==> config.mk <==
export PLATFORM = sky130hd
export DESIGN_NAME = uart_tx_frame
export DESIGN_NICKNAME = d
export VERILOG_FILES = /design/src/rtl/uart_tx_frame.sv
export SDC_FILE = /design/constraint.sdc
export NUM_CORES = 1
export LEC_CHECK = 0
export CAP_MARGIN = 20
export CORE_ASPECT_RATIO = 1.2
export CORE_MARGIN = 2
export CORE_UTILIZATION = 47
export CTS_CLUSTER_SIZE = 12
export DETAILED_ROUTE_END_ITERATION = 8
export HOLD_SLACK_MARGIN = 0.1
export PLACE_DENSITY_LB_ADDON = 0.15
export SETUP_SLACK_MARGIN = 0.3
export SLEW_MARGIN = 20
export SYNTH_ARGS = -nofsm -noshare
export SYNTH_HDL_FRONTEND = slang
export SYNTH_SLANG_ARGS = --single-unit
==> constraint.sdc <==
create_clock -name i_clk -period 1.6 [get_ports i_clk]
set_input_delay 0.16 -clock i_clk [delete_from_list [all_inputs] [get_ports i_clk]]
set_output_delay 0.16 -clock i_clk [all_outputs]
set_load 0.02 [all_outputs]
==> src/rtl/uart_tx_frame.sv <==
// uart_tx_frame: parametrised UART transmitter. Sends one NB_DATA-bit word
// per handshake as start bit, LSB-first data, optional parity, 1 or 2 stops.
// Bit timing is N_TICKS pulses of the external oversampling tick.
//
// Handshake: a word is accepted on any rising edge where i_valid && o_ready.
// o_ready is a registered output that is high only while idle. i_data is
// sampled only on that accept edge. i_valid while o_ready is low is ignored
// and nothing is queued.
module uart_tx_frame #(
  parameter int NB_DATA = 8,
  parameter int N_TICKS = 16,
  parameter int PARITY  = 0,
  parameter int NB_STOP = 1
) (
  input  logic               i_clk,
  input  logic               i_reset,
  input  logic               i_tick,
  input  logic               i_valid,
  input  logic [NB_DATA-1:0] i_data,
  output logic               o_ready,
  output logic               o_tx_data,
  output logic               o_done,
  output logic [2:0]         o_dbg_state
);

  localparam int TW        = (N_TICKS > 1) ? $clog2(N_TICKS) : 1;
  localparam int BW        = $clog2(NB_DATA + 1);
  // Parity values other than 1 (odd) or 2 (even) fall back to no parity.
  localparam bit HAS_PAR   = (PARITY == 1) || (PARITY == 2);
  localparam bit ODD_PAR   = (PARITY == 1);
  // Anything other than 2 stop bits is treated as 1.
  localparam int STOP_BITS = (NB_STOP == 2) ? 2 : 1;

  localparam logic [TW-1:0] TICK_LAST = TW'(N_TICKS - 1);
  localparam logic [BW-1:0] DATA_LAST = BW'(NB_DATA - 1);
  localparam logic [BW-1:0] STOP_LAST = BW'(STOP_BITS - 1);

  typedef enum logic [2:0] {
    S_IDLE   = 3'd0,
    S_START  = 3'd1,
    S_DATA   = 3'd2,
    S_PARITY = 3'd3,
    S_STOP   = 3'd4
  } state_t;

  state_t             state, state_next;
  logic [TW-1:0]      tick_cnt, tick_cnt_next;
  logic [BW-1:0]      bit_cnt, bit_cnt_next;
  logic [NB_DATA-1:0] shreg, shreg_next;
  logic               par, par_next;
  logic               done_next;
  logic               tx_next;
  logic               bit_end;

  assign o_dbg_state = state;

  // Next-state, datapath update and next line value. The line is computed
  // from the next state so the registered output changes on the same edge
  // that moves the FSM.
  always_comb begin
    state_next    = state;
    tick_cnt_next = tick_cnt;
    bit_cnt_next  = bit_cnt;
    shreg_next    = shreg;
    par_next      = par;
    done_next     = 1'b0;
    bit_end       = 1'b0;
    tx_next       = 1'b1;

    if (state == S_IDLE) begin
      // Ticks are ignored while idle, including on the accept edge, so the
      // start bit always lasts a full N_TICKS ticks after acceptance.
      if (i_valid && o_ready) begin
        shreg_next    = i_data;
        par_next      = ODD_PAR ? ~^i_data : ^i_data;
        tick_cnt_next = '0;
        state_next    = S_START;
      end
    end else if (i_tick) begin
      if (tick_cnt == TICK_LAST) begin
        tick_cnt_next = '0;
        bit_end       = 1'b1;
      end else begin
        tick_cnt_next = tick_cnt + 1'b1;
      end
    end

    if (bit_end) begin
      case (state)
        S_START: begin
          state_next   = S_DATA;
          bit_cnt_next = '0;
        end
        S_DATA: begin
          shreg_next = shreg >> 1;
          if (bit_cnt == DATA_LAST) begin
            bit_cnt_next = '0;
            state_next   = HAS_PAR ? S_PARITY : S_STOP;
          end else begin
            bit_cnt_next = bit_cnt + 1'b1;
          end
        end
        S_PARITY: begin
          state_next   = S_STOP;
          bit_cnt_next = '0;
        end
        S_STOP: begin
          if (bit_cnt == STOP_LAST) begin
            state_next   = S_IDLE;
            bit_cnt_next = '0;
            done_next    = 1'b1;
          end else begin
            bit_cnt_next = bit_cnt + 1'b1;
          end
        end
        default: state_next = S_IDLE;
      endcase
    end

    case (state_next)
      S_START:  tx_next = 1'b0;
      S_DATA:   tx_next = shreg_next[0];
      S_PARITY: tx_next = par_next;
      default:  tx_next = 1'b1;
    endcase
  end

  // State and datapath registers. o_ready is held low for the o_done cycle
  // so that the two are never high together.
  always_ff @(posedge i_clk) begin
    if (i_reset) begin
      state     <= S_IDLE;
      tick_cnt  <= '0;
      bit_cnt   <= '0;
      shreg     <= '0;
      par       <= 1'b0;
      o_tx_data <= 1'b1;
      o_ready   <= 1'b1;
      o_done    <= 1'b0;
    end else begin
      state     <= state_next;
      tick_cnt  <= tick_cnt_next;
      bit_cnt   <= bit_cnt_next;
      shreg     <= shreg_next;
      par       <= par_next;
      o_tx_data <= tx_next;
      o_ready   <= (state_next == S_IDLE) && !done_next;
      o_done    <= done_next;
    end
  end

endmodule

### After elaboration in Yosys (flattened, before gate mapping)

Cells that the tools add are included.

| storage, ports and cells | value |
|---|---|
| register bits | 23 |
| input port bits | 12 |
| output and inout bits | 6 |
| logic and storage cells | 58 |

| operators by class | value |
|---|---|
| $add $sub $neg | 2 |
| equal/unequal tests | 10 |
| muxes and demuxes | 26 |
| reductions and logical operators | 12 |

Operators with widths:

| cell | number |
|---|---|
| 8-bit 2-to-1 mux | 4 |
| 4-bit 2-to-1 mux | 6 |
| 3-bit 2-to-1 mux | 5 |
| 3-bit by 2-bit equality test with 1-bit output, second input constant | 4 |
| 3-bit one-hot mux with 4 select lines | 1 |
| 4-bit one-hot mux with 3 select lines | 1 |
| 4-bit by 1-bit adder with 4-bit output, second input constant | 2 |
| 1-bit 2-to-1 mux | 8 |
| 8-bit XOR reduction | 1 |
| 3-bit by 1-bit equality test with 1-bit output, second input constant | 2 |
| 3-bit logical NOT | 2 |
| 4-bit by 3-bit equality test with 1-bit output, second input constant | 1 |
| 4-bit equality test, second input constant | 1 |
| 4-bit logical NOT | 1 |
| 2-bit AND reduction | 2 |
| 3-bit equality test, second input constant | 1 |
| 1-bit one-hot mux with 3 select lines | 1 |
| 3-bit nonzero test | 1 |
| 1-bit logical AND | 2 |
| 2-bit by 1-bit inequality test with 1-bit output, second input constant | 1 |
| 2-bit nonzero test | 1 |
| 2-bit OR reduction | 1 |
| 1-bit logical NOT | 1 |

### Logic depth before layout (Yosys ltp)

Gate-level depths: netlist (run 1).

| logic depth | value |
|---|---|
| depth after elaboration | 8 |
| depth in mapped cells | 8 |
| depth with buffers taken out | 6 |

### Worst setup path after synthesis (run 1)

No wires, ideal clock.

| timing path | value |
|---|---|
| path type | reg-to-reg |
| start point | register state[0] (netlist: o_dbg_state[0]) |
| end point | register o_tx_data |
| library setup time | 0.065 ns |
| arrival time | 1.701 ns |
| required time | 1.535 ns |
| setup slack | -0.166 ns |
| cell stages (with the launch flop) | 8 |
| buffers on the path | 2 |
| clock period less this slack | 1.766 ns |
| cell sequence | dfxtp_1 -> buf_6 -> or3_4 -> buf_6 -> or3_1 -> a31oi_1 -> o21ai_1 -> nand4b_1 |

| on the way | value |
|---|---|
| cells in the longest elaborated chain, start to end | 7 |
| elaborated cells between the ends (all ways) | 20 |
| classes of those cells | eq/ne (7); mux (12); reduce/logical (1) |

Ends and longest elaborated chain:

| element | line | source |
|---|---|---|
| from (decl) | 46 | `state_t state, state_next;` |
| from (signal assigned) | 141 | `state <= state_next;` |
| 3-bit logical NOT / 3-bit 2-to-1 mux (equally long branches) | 70, 73 |  |
| 3-bit 2-to-1 mux | 70 | `if (state == S_IDLE) begin` |
| 3-bit 2-to-1 mux (on tied branches) | 108, 96 |  |
| 3-bit one-hot mux with 4 select lines | 89 | `case (state)` |
| 3-bit 2-to-1 mux | 88 | `if (bit_end) begin` |
| 3-bit by 2-bit equality test with 1-bit output / 3-bit by 1-bit equality test with 1-bit output (equally long branches) | 120 | `case (state_next)` |
| 1-bit one-hot mux with 3 select lines (*) | 120 |  |
| to (signal assigned) | 146 | `o_tx_data <= tx_next;` |
| to (decl) | 21 | `output logic o_tx_data,` |

Mark *: on every way between the ends. The rest lies on a longest branch, timed or not.
A chain may end at the register's enable or synchronous reset.

### Worst setup path after layout (run 1)

| timing path | value |
|---|---|
| start point | register state[2] (netlist: o_dbg_state[2]) |
| end point | register o_tx_data |

Same word-level chain as after synthesis.

==> metrics.yaml, run 1 <==
status: "finished, final reports clean"
clock_path_buffers: 2
nets: 188
synth_xor_area_share_pct: 7.33
cts_root_buffer: "clkbuf_4"
relSlewSlack_pct: 80.3
met2_usage_pct: 41.9
ff2ff_path_depth: 5
die_w_um: 50.0
antenna_cells: 0
grt_start_max_net_pins: 13
layout_commonest_cell: "nor2_1"
worstSetupStartpoint: "o_dbg_state[2]"
worstHoldStart: "i_data[1]"
viasPerCell: 5.62
use_met3_pct: 3.54
synth-compound-area-share_pct: 16.8
layout_common_cells: "nor2_1 (18), dfxtp_1 (16), buf_4 (14), clkdlybuf4s50_1 (11), buf_6 (11)"
netlist_instances: 135
worstPathArrival_ns: 1.85
netlist_area_um2: 1190
grt_pass1_wl_um: 5260
vias: 1152
hold_class: "in2reg"
grt_busiest_layer: "met2"
rsz0062_at_grt: "true"
clk_pin_slew_worst_paths_ns: 0.13
htree_levels: 1
maxSlewViolCount: 0
synth_edf_count: 0
postLayoutSetupSlackWorst_ns: 0.0115
cp_max_fo: 6
whs_endpoint: "shreg[1]"
synth_top_family_by_area: "simple AND/OR/NAND/NOR gates"
tightest_slew_ns: 0.294
ys_seq_elements: 23
clock-sinks: 23
clk_latency_ns: 0.31
r2r-start: "o_dbg_state[2]"
dpl.cell_count: 195
endpoint_kind: "flip-flop"
cp-start-kind: "flip-flop"
rows: 20
dpl_worst_slack_ns: -0.195
drv_cap: 0
first_pass_iters: 4
gp_congestion: 0.835
cts_hold_buf: 0
coreArea_um2: 2480
grt.overflow.total: 0
finalNonFillerCells: 205
syn-num-nets: 150
synthSimpleGateAreaFrac_pct: 21.4
place_hpwl_um: 1970
yosys.area_share.adder_pct: 3.14
cts_tree: "yes"
ir_worst_vdd_mv: 0.425
antenna_found_initial: 0
regArea_um2: 477
fillCellCount: 185
wl_per_cell_um: 15.2
drive_gt1_share_pct: 43.0
finClkSkew_ns: 0.00159
grtUsageMet1_pct: 27.7
dominantRegCellSynth: "dfxtp_1"
setup_viol_count_final: 0
port_buffers: 17
leakagePower_nw: 0.661
path_class: "reg2reg"
r2r_slack_ns: 0.01
hold-path-cell-count: 3
dieArea_um2: 2960
final_util_pct: 72.8
fmaxAchievable_ghz: 0.630
start_util_pct: 48.2
pin_count: 18
ant_nets: 0
hold_viol_final: 0
worstPathRequired_ns: 1.86
fp.dieH_um: 59.2
synthTopCellsByArea: "dfxtp_1 (39%), nor2_1 (7.5%), mux2i_1 (6.7%), xnor2_1 (5.9%), a211oi_1 (3.8%)"
area_growth_pct: 51.0
period_minus_slack_ns: 1.59
yosysSeqAreaShare_pct: 38.5
p_per_area_nw_per_um2: 651
yosysTopAreaCell: "dfxtp_1"
min_period_over_period_pct: 99.3
synth_top_area_share_pct: 38.5
wirelength_um: 3120
timing.rr.end: "o_tx_data"
synthArstFlopShare_pct: 0
syn_avg_cell_area_um2: 8.85
dpl_cell_area_um2: 1510
multiInputGateArea_um2: 863
synth.distinct_cells: 40
grt_pass1_vias: 1170
yosysWarnings: 0
grtUsageTotal_pct: 23.4
numCtsBuffers: 3
synthMuxAreaShare_pct: 6.70
finalPower_mw: 1.18
design_area_um2: 1800
drc_errors: 0
dr.first_iter.drc_count: 33
[synth_stat cells, drive strengths merged (3+ instances only)]
| library cell | count |
|---|---|
| a211oi | 6 |
| a21oi | 6 |
| buf | 5 |
| clkbuf | 4 |
| dfxtp | 23 |
| ha | 3 |
| inv | 3 |
| mux2i | 8 |
| nand2 | 5 |
| nand4 | 3 |
| nor2 | 25 |
| o21ai | 8 |
| xnor2 | 8 |
[report_power, final]
group	switching (mW)	internal, mW
Combinational	0.137	0.146
Clock	0.182	0.0974
Sequential	0.0148	0.598
Total	0.334	0.841
[per-stage QoR]
stage                     setup TNS (ns)  hold WS [ns]
after floorplan                   -0.621         0.319
after global placement            -0.204         0.485
after detailed placement          -0.601         0.490
after CTS                       -0.00650         0.470
after global routing              -0.242         0.538
final                                  0         0.494
[flip-flops by register name, summed over array words and instances, names as in the netlist]
signal,count
par,1
tick_cnt,4
shreg,8
o_tx_data,1
o_done,1
o_ready,1
bit_cnt,4
o_dbg_state,3
[cell families (layout without fill, tap and decap cells)]
logic type,Yosys count,count (layout)
xor gates and xnor gates,10,10
muxes,8,8
buffers and inverters,12,49
and+or+nand+nor,49,49
DFF,23,23
adders and majority gates,3,3
AOI/OAI and AO/OA,30,30
[worst max-delay path by stage]
stage           endpoint  depth (start not counted)
6_report       o_tx_data                          5
5_1_grt        o_tx_data                          6
4_1_cts        o_tx_data                          6
3_5_place_dp   o_tx_data                          6
3_3_place_gp   o_tx_data                          6
2_1_floorplan  o_tx_data                          7
[area by class of cell]
| class | instances | share of cell area [%] |
|---|---|---|
| clock buffer | 4 | 1.46 |
| inverter | 3 | 0.902 |
| multi-input combinational | 100 | 47.9 |
| sequential | 23 | 26.4 |
| tap | 33 | 2.29 |
| timing repair buffer | 42 | 21.1 |
[worst max-delay path, cell delays in order (launching register included)]
cell and delay [ns]:
dfxtp_2 0.34, or3_4 0.42, nor2_4 0.23, nor2_2 0.06
a2111o_1 0.38, nand4b_1 0.10
[routing by layer]
layer  wire length, um  up-vias
met3               151        8
met2              1550       39
met4                63        0
li1                  -      557
met1              1350      548
met5                 0        -
[repair_timing]
action                     CTS  global route
gates resized for setup     58            20
buffers inserted             5             1
pin swaps                   18            12
setup endpoints to repair   28            24
(Power assumes the default switching activity.)
==> run 2, diff against run 1 <==
Settings changed: CTS_CLUSTER_DIAMETER set to 30, PLACE_DENSITY set to 0.76, PLACE_DENSITY_LB_ADDON 0.15 to unset.
==> run 2 against run 1 <==
Net effect: hold slack improved by 0.012 ns; cell count rose by 0.49%; core utilization decreased by 2.0 points; die area unchanged; combinational power grew 3%; total power is essentially flat; critical path type unchanged; critical endpoint unchanged.
==> metrics.yaml, run 2 (synthesized netlist as in run 1, its figures left out) <==
fp.dieH_um: 59.2  # unchanged
place_hpwl_um: 2030  # was 1970 um
hold_class: "reg2reg"  # was in2reg
crit_family: "simple AND/OR/NAND/NOR gates"  # unchanged
top_regs: "shreg (8), bit_cnt (4), tick_cnt (4)"  # unchanged
drv_cap: 0  # unchanged
min_period_over_period_pct: 99.1  # was 99.3%
layout_commonest_cell: "buf_4"  # was nor2_1
power.share.switching_pct: 27.9  # was 28.4%
period_minus_slack_ns: 1.59  # about the same
relSlewSlack_pct: 79.5  # was 80.3%
vias: 1130  # was 1152
grt_pass1_vias: 1133  # was 1170
final_util_pct: 70.8  # was 72.8%
cts_root_buffer: "clkbuf_4"  # unchanged
crit_chain: "or3_4, nor2_4, nor2_2, a2111o_1, nand4b_1"  # unchanged
ant_nets: 0  # unchanged
dpl_worst_slack_ns: -0.111  # was -0.195 ns
clk_latency_ns: 0.31  # about the same
multiInputGateArea_um2: 832  # was 863 um^2
tightest_slew_ns: 0.304  # was 0.294 ns
fmaxAchievable_ghz: 0.631  # was 0.630 GHz
hold_viol_final: 0  # unchanged
path_class: "reg2reg"  # unchanged
cp_max_fo: 7  # was 6
fillCellCount: 188  # was 185
combPwrFrac_pct: 24.8  # was 24.1%
rows: 20  # unchanged
cts_tree: "yes"  # unchanged
leakagePower_nw: 0.655  # was 0.661 nW
port_buffers: 17  # unchanged
htree_levels: 1  # unchanged
viasPerCell: 5.49  # was 5.62
ir_worst_vdd_mv: 0.538  # was 0.425 mV
endpoint_kind: "flip-flop"  # unchanged
worstPathArrival_ns: 1.84  # was 1.85 ns
grt.overflow.total: 0  # unchanged
grtUsageTotal_pct: 22.2  # was 23.4%
regArea_um2: 473  # was 477 um^2
coreArea_um2: 2480  # unchanged
gp_congestion: 0.813  # was 0.835
setup_viol_count_final: 0  # unchanged
area_growth_pct: 46.8  # was 51.0%
slowest_stage: "or3_4"  # unchanged
largest_register_ffs: 8  # unchanged
worstPathRequired_ns: 1.86  # about the same
maxSlewViolCount: 0  # unchanged
wirelength_um: 3050  # was 3120 um
postLayoutSetupSlackWorst_ns: 0.0145  # was 0.0115 ns
numCtsBuffers: 3  # unchanged
cp-start-kind: "flip-flop"  # unchanged
p_seq_share_pct: 52.3  # was 52.2%
antenna_cells: 0  # unchanged
p_int_mw: 0.847  # was 0.841 mW
rsz0062_at_grt: "true"  # unchanged
drive_gt1_share_pct: 41.6  # was 43.0%
dieArea_um2: 2960  # unchanged
top_register: "shreg"  # unchanged
p_per_area_nw_per_um2: 669  # was 651 nW/um^2
layout_common_cells: "buf_4 (22), nor2_1 (21), dfxtp_1 (15), clkdlybuf4s50_1 (11), mux2i_1 (8)"  # was nor2_1 (18), dfxtp_1 (16), buf_4 (14), clkdlybuf4s50_1 (11), buf_6 (11)
status: "finished, final reports clean"  # unchanged
antenna_found_initial: 0  # unchanged
clk_pin_slew_worst_paths_ns: 0.13  # about the same
first_pass_iters: 4  # unchanged
clock-sinks: 23  # unchanged
grt_pass1_wl_um: 5070  # was 5260 um
power_switching_mw: 0.327  # was 0.334 mW
die_w_um: 50.0  # unchanged
wl_per_cell_um: 14.8  # was 15.2 um
cts_hold_buf: 0  # unchanged
nets: 189  # was 188
finClkSkew_ns: 0.00705  # was 0.00159 ns
start_util_pct: 48.2  # unchanged
pwr-share-clk_pct: 23.0  # was 23.8%
cp_slowest_stage_delay_ns: 0.43  # was 0.42 ns
grt_start_max_net_pins: 13  # unchanged
dr.first_iter.drc_count: 31  # was 33
crit_buf_inv: 0  # unchanged
drc_errors: 0  # unchanged
pin_count: 18  # unchanged
clock_path_buffers: 2  # unchanged
run 2: cell types whose count changed in the layout (fill, tap and decap cells not counted), sizes merged:
cell    delta
clkbuf     +1
run 2: power by group through the flow:
stage	clock (mW)	combinational, mW	sequential, mW
5_1_grt	0.292	0.312	0.618
6_report	0.270	0.291	0.614
3_5_place_dp	0	0.268	0.625
2_1_floorplan	0	0.153	0.634
4_1_cts	0.274	0.275	0.614
3_3_place_gp	0	0.262	0.624
run 2: worst reg2reg max path, cell delays in order (launching register included):
cell and delay [ns]:
dfxtp_2 0.34, or3_4 0.43, nor2_4 0.19, nor2_2 0.06, a2111o_1 0.40, nand4b_1 0.10
run 2: routing by layer:
layer	GRT usage (%)	share of wire (%)	vias to the layer above
met1	26.6	42	555
met5	0	0	-
met2	40.4	55	10
met4	7.54	1.9	0
met3	3.28	1.2	6
li1	-	-	559
run 2: final timing paths:
check / cells after the start / from / slack (ns) / end
max reg2reg: 5 / o_dbg_state[2] / 0.01 / o_tx_data
min reg2reg: 2 / shreg[4] / 0.51 / shreg[3]
min: 2 / shreg[4] / 0.51 / shreg[3]
max: 5 / o_dbg_state[2] / 0.01 / o_tx_data
run 2: final cells by class:
cell class | instances | share of cell area [%]
multi-input cells | 100 | 47.4
flip-flops and latches | 23 | 27.0
repair buffers | 43 | 21.1
well taps | 33 | 2.35
clock buffers | 4 | 1.50
inverters | 3 | 0.642
run 2: stage by stage:
stage	total power, mW	hold WS (ns)	cells	setup TNS (ns)	cell area (um^2)
2_1_floorplan	0.786	0.319	135	-0.621	1220
3_3_place_gp	0.886	0.486	196	-0.157	1530
3_5_place_dp	0.894	0.497	196	-0.198	1530
4_1_cts	1.16	0.513	205	0	1690
5_1_grt	1.22	0.535	206	-0.0446	1750
6_report	1.17	0.507	206	0	1750
run 2: timing repair:
action,CTS,global route
cloned,0,0
resized for setup,36,21
endpoints found under the hold margin,0,0
buffers inserted,5,1
setup endpoints to repair,27,25
pin swaps,9,9
==> run 3, diff against run 2 <==
Settings changed: CORE_UTILIZATION 47 to 38, PLACE_DENSITY 0.76 to unset, PLACE_DENSITY_LB_ADDON set to 0.1.
==> run 3 against run 2 <==
Net effect: first-iteration DRC count decreased by 16%; cell count up 3.4%; clock-buffer cell count did not move; critical endpoint unchanged; sequential share of layout area fell by 2.2 points; critical path depth up 2; core utilization down 7.5 points; die area increased by 22%; combinational power increased by 25%; largest cell class unchanged; worst setup slack got worse by 0.0091 ns; non-clock buffer count increased by 4.
==> metrics.yaml, run 3 (synthesized netlist as in run 1, its figures left out) <==
die_w_um: 55.2  # was 50.0 um
dieArea_um2: 3610  # was 2960 um^2
hold_viol_final: 0  # unchanged
p_int_mw: 0.895  # was 0.847 mW
fmaxAchievable_ghz: 0.627  # was 0.631 GHz
gp_congestion: 0.723  # was 0.813
layout_commonest_cell: "buf_4"  # unchanged
clk_latency_ns: 0.30  # was 0.31 ns
p_per_area_nw_per_um2: 651  # was 669 nW/um^2
regArea_um2: 474  # was 473 um^2
ant_nets: 0  # unchanged
whs_ns: 0.511  # was 0.507 ns
first_pass_iters: 4  # unchanged
drv_cap: 0  # unchanged
worstPathRequired_ns: 1.85  # was 1.86 ns
fp.dieH_um: 65.4  # was 59.2 um
wl_per_cell_um: 15.5  # was 14.8 um
ir_worst_vdd_mv: 0.371  # was 0.538 mV
top_register: "shreg"  # unchanged
power.share.switching_pct: 28.2  # was 27.9%
grt.overflow.total: 0  # unchanged
multiInputGateArea_um2: 898  # was 832 um^2
crit_family: "simple AND/OR/NAND/NOR gates"  # unchanged
path_common_cell: "buf_12"
combPwrFrac_pct: 29.2  # was 24.8%
drc_errors: 0  # unchanged
drive_gt1_share_pct: 46.9  # was 41.6%
start_util_pct: 39.5  # was 48.2%
cp-start-kind: "flip-flop"  # unchanged
antenna_found_initial: 0  # unchanged
fillCellCount: 270  # was 188
layout_common_cells: "buf_4 (19), nor2_1 (18), dfxtp_1 (16), clkdlybuf4s50_1 (11)"  # was buf_4 (22), nor2_1 (21), dfxtp_1 (15), clkdlybuf4s50_1 (11), mux2i_1 (8)
power_switching_mw: 0.352  # was 0.327 mW
clock-sinks: 23  # unchanged
pwr-share-clk_pct: 21.5  # was 23.0%
finClkSkew_ns: 0.00153  # was 0.00705 ns
wirelength_um: 3310  # was 3050 um
pin_count: 18  # unchanged
maxSlewViolCount: 0  # unchanged
cts_root_buffer: "clkbuf_4"  # unchanged
grtUsageTotal_pct: 19.2  # was 22.2%
viasPerCell: 5.27  # was 5.49
clock_path_buffers: 2  # unchanged
finalPower_mw: 1.25  # was 1.17 mW
port_buffers: 17  # unchanged
htree_levels: 1  # unchanged
leakagePower_nw: 0.702  # was 0.655 nW
crit_buf_inv: 2  # was 0
coreArea_um2: 3030  # was 2480 um^2
grt_pass1_wl_um: 4970  # was 5070 um
relSlewSlack_pct: 78.4  # was 79.5%
grt_start_max_net_pins: 13  # unchanged
p_seq_share_pct: 49.3  # was 52.3%
tightest_slew_ns: 0.321  # was 0.304 ns
min_period_over_period_pct: 99.7  # was 99.1%
place_hpwl_um: 2060  # was 2030 um
status: "finished, final reports clean"  # unchanged
hold_class: "reg2reg"  # unchanged
dr.first_iter.drc_count: 26  # was 31
crit_chain: "or3_4, nor2_4, buf_12, buf_12, a21oi_4, a2111o_1, nand4b_1"  # was or3_4, nor2_4, nor2_2, a2111o_1, nand4b_1
endpoint_kind: "flip-flop"  # unchanged
worstPathArrival_ns: 1.85  # was 1.84 ns
vias: 1123  # was 1130
clk_pin_slew_worst_paths_ns: 0.13  # about the same
rows: 22  # was 20
grt_pass1_vias: 1122  # was 1133
rsz0062_at_grt: "true"  # unchanged
numCtsBuffers: 3  # unchanged
cp_slowest_stage_delay_ns: 0.43  # about the same
slowest_stage: "or3_4"  # unchanged
area_growth_pct: 60.3  # was 46.8%
cp_max_fo: 5  # was 7
tns_ns: 0  # unchanged
period_minus_slack_ns: 1.59  # about the same
path_class: "reg2reg"  # unchanged
setup_viol_count_final: 0  # unchanged
top_regs: "shreg (8), bit_cnt (4), tick_cnt (4)"  # unchanged
largest_register_ffs: 8  # unchanged
antenna_cells: 0  # unchanged
nets: 193  # was 189
cts_tree: "yes"  # unchanged
-- run 3: final timing paths --
check,depth (start not counted),startpoint,slack [ns],endpoint
setup / recovery,7,o_dbg_state[2],0.005,o_tx_data
hold / removal,2,shreg[4],0.51,shreg[3]
setup reg to reg,7,o_dbg_state[2],0.005,o_tx_data
hold reg to reg,2,shreg[4],0.51,shreg[3]
-- run 3: layout make-up --
| cell class | count | share of cell area [%] |
|---|---|---|
| multi-input cells | 100 | 46.9 |
| flip-flops and latches | 23 | 24.8 |
| repair buffers | 47 | 24.0 |
| well taps | 36 | 2.35 |
| clock buffers | 4 | 1.37 |
| inverters | 3 | 0.588 |
-- run 3: worst reg2reg max path, delay by kind of cell (launching register included) --
family	cells	cell delay, ns
simple gates	3	0.67
flops	1	0.34
compound gates	2	0.32
buf+inv	2	0.23
-- run 3: what timing repair did --
action / CTS / global route
hold buffers: 0 / 0
cloned: 1 / 0
pin swaps: 12 / 19
buffers inserted: 8 / 3
resized for setup: 48 / 27
setup endpoints to repair: 28 / 26
-- run 3: per-layer routing --
layer / wire length [um] / GRT usage (%) / vias up / share of wire, %
li1: - / - / 561 / -
met2: 1860 / 34.7 / 14 / 56
met5: 0 / 0 / - / 0
met4: 17 / 5.18 / 0 / 0.51
met3: 90 / 3.86 / 2 / 2.7
met1: 1340 / 21.9 / 546 / 41
-- run 3: power by group through the flow --
stage / combinational, mW / sequential (mW) / clock (mW)
3_5_place_dp: 0.253 / 0.626 / 0
6_report: 0.365 / 0.614 / 0.268
2_1_floorplan: 0.153 / 0.634 / 0
4_1_cts: 0.340 / 0.616 / 0.283
5_1_grt: 0.391 / 0.618 / 0.306
3_3_place_gp: 0.248 / 0.625 / 0
-- run 3: metrics by stage --
| stage | instance area, um^2 | worst slack [ns] | std cells | utilization [%] |
|---|---|---|---|---|
| global route | 1920 | -0.0565 | 213 | 63.3 |
| finish | 1920 | 0.00538 | 213 | 63.3 |
| floorplan | 1220 | -0.0843 | 135 | - |
| global placement | 1510 | -0.0988 | 197 | 50.0 |
| detailed placement | 1510 | -0.127 | 197 | 50.0 |
| CTS | 1810 | 0.0193 | 210 | 59.6 |
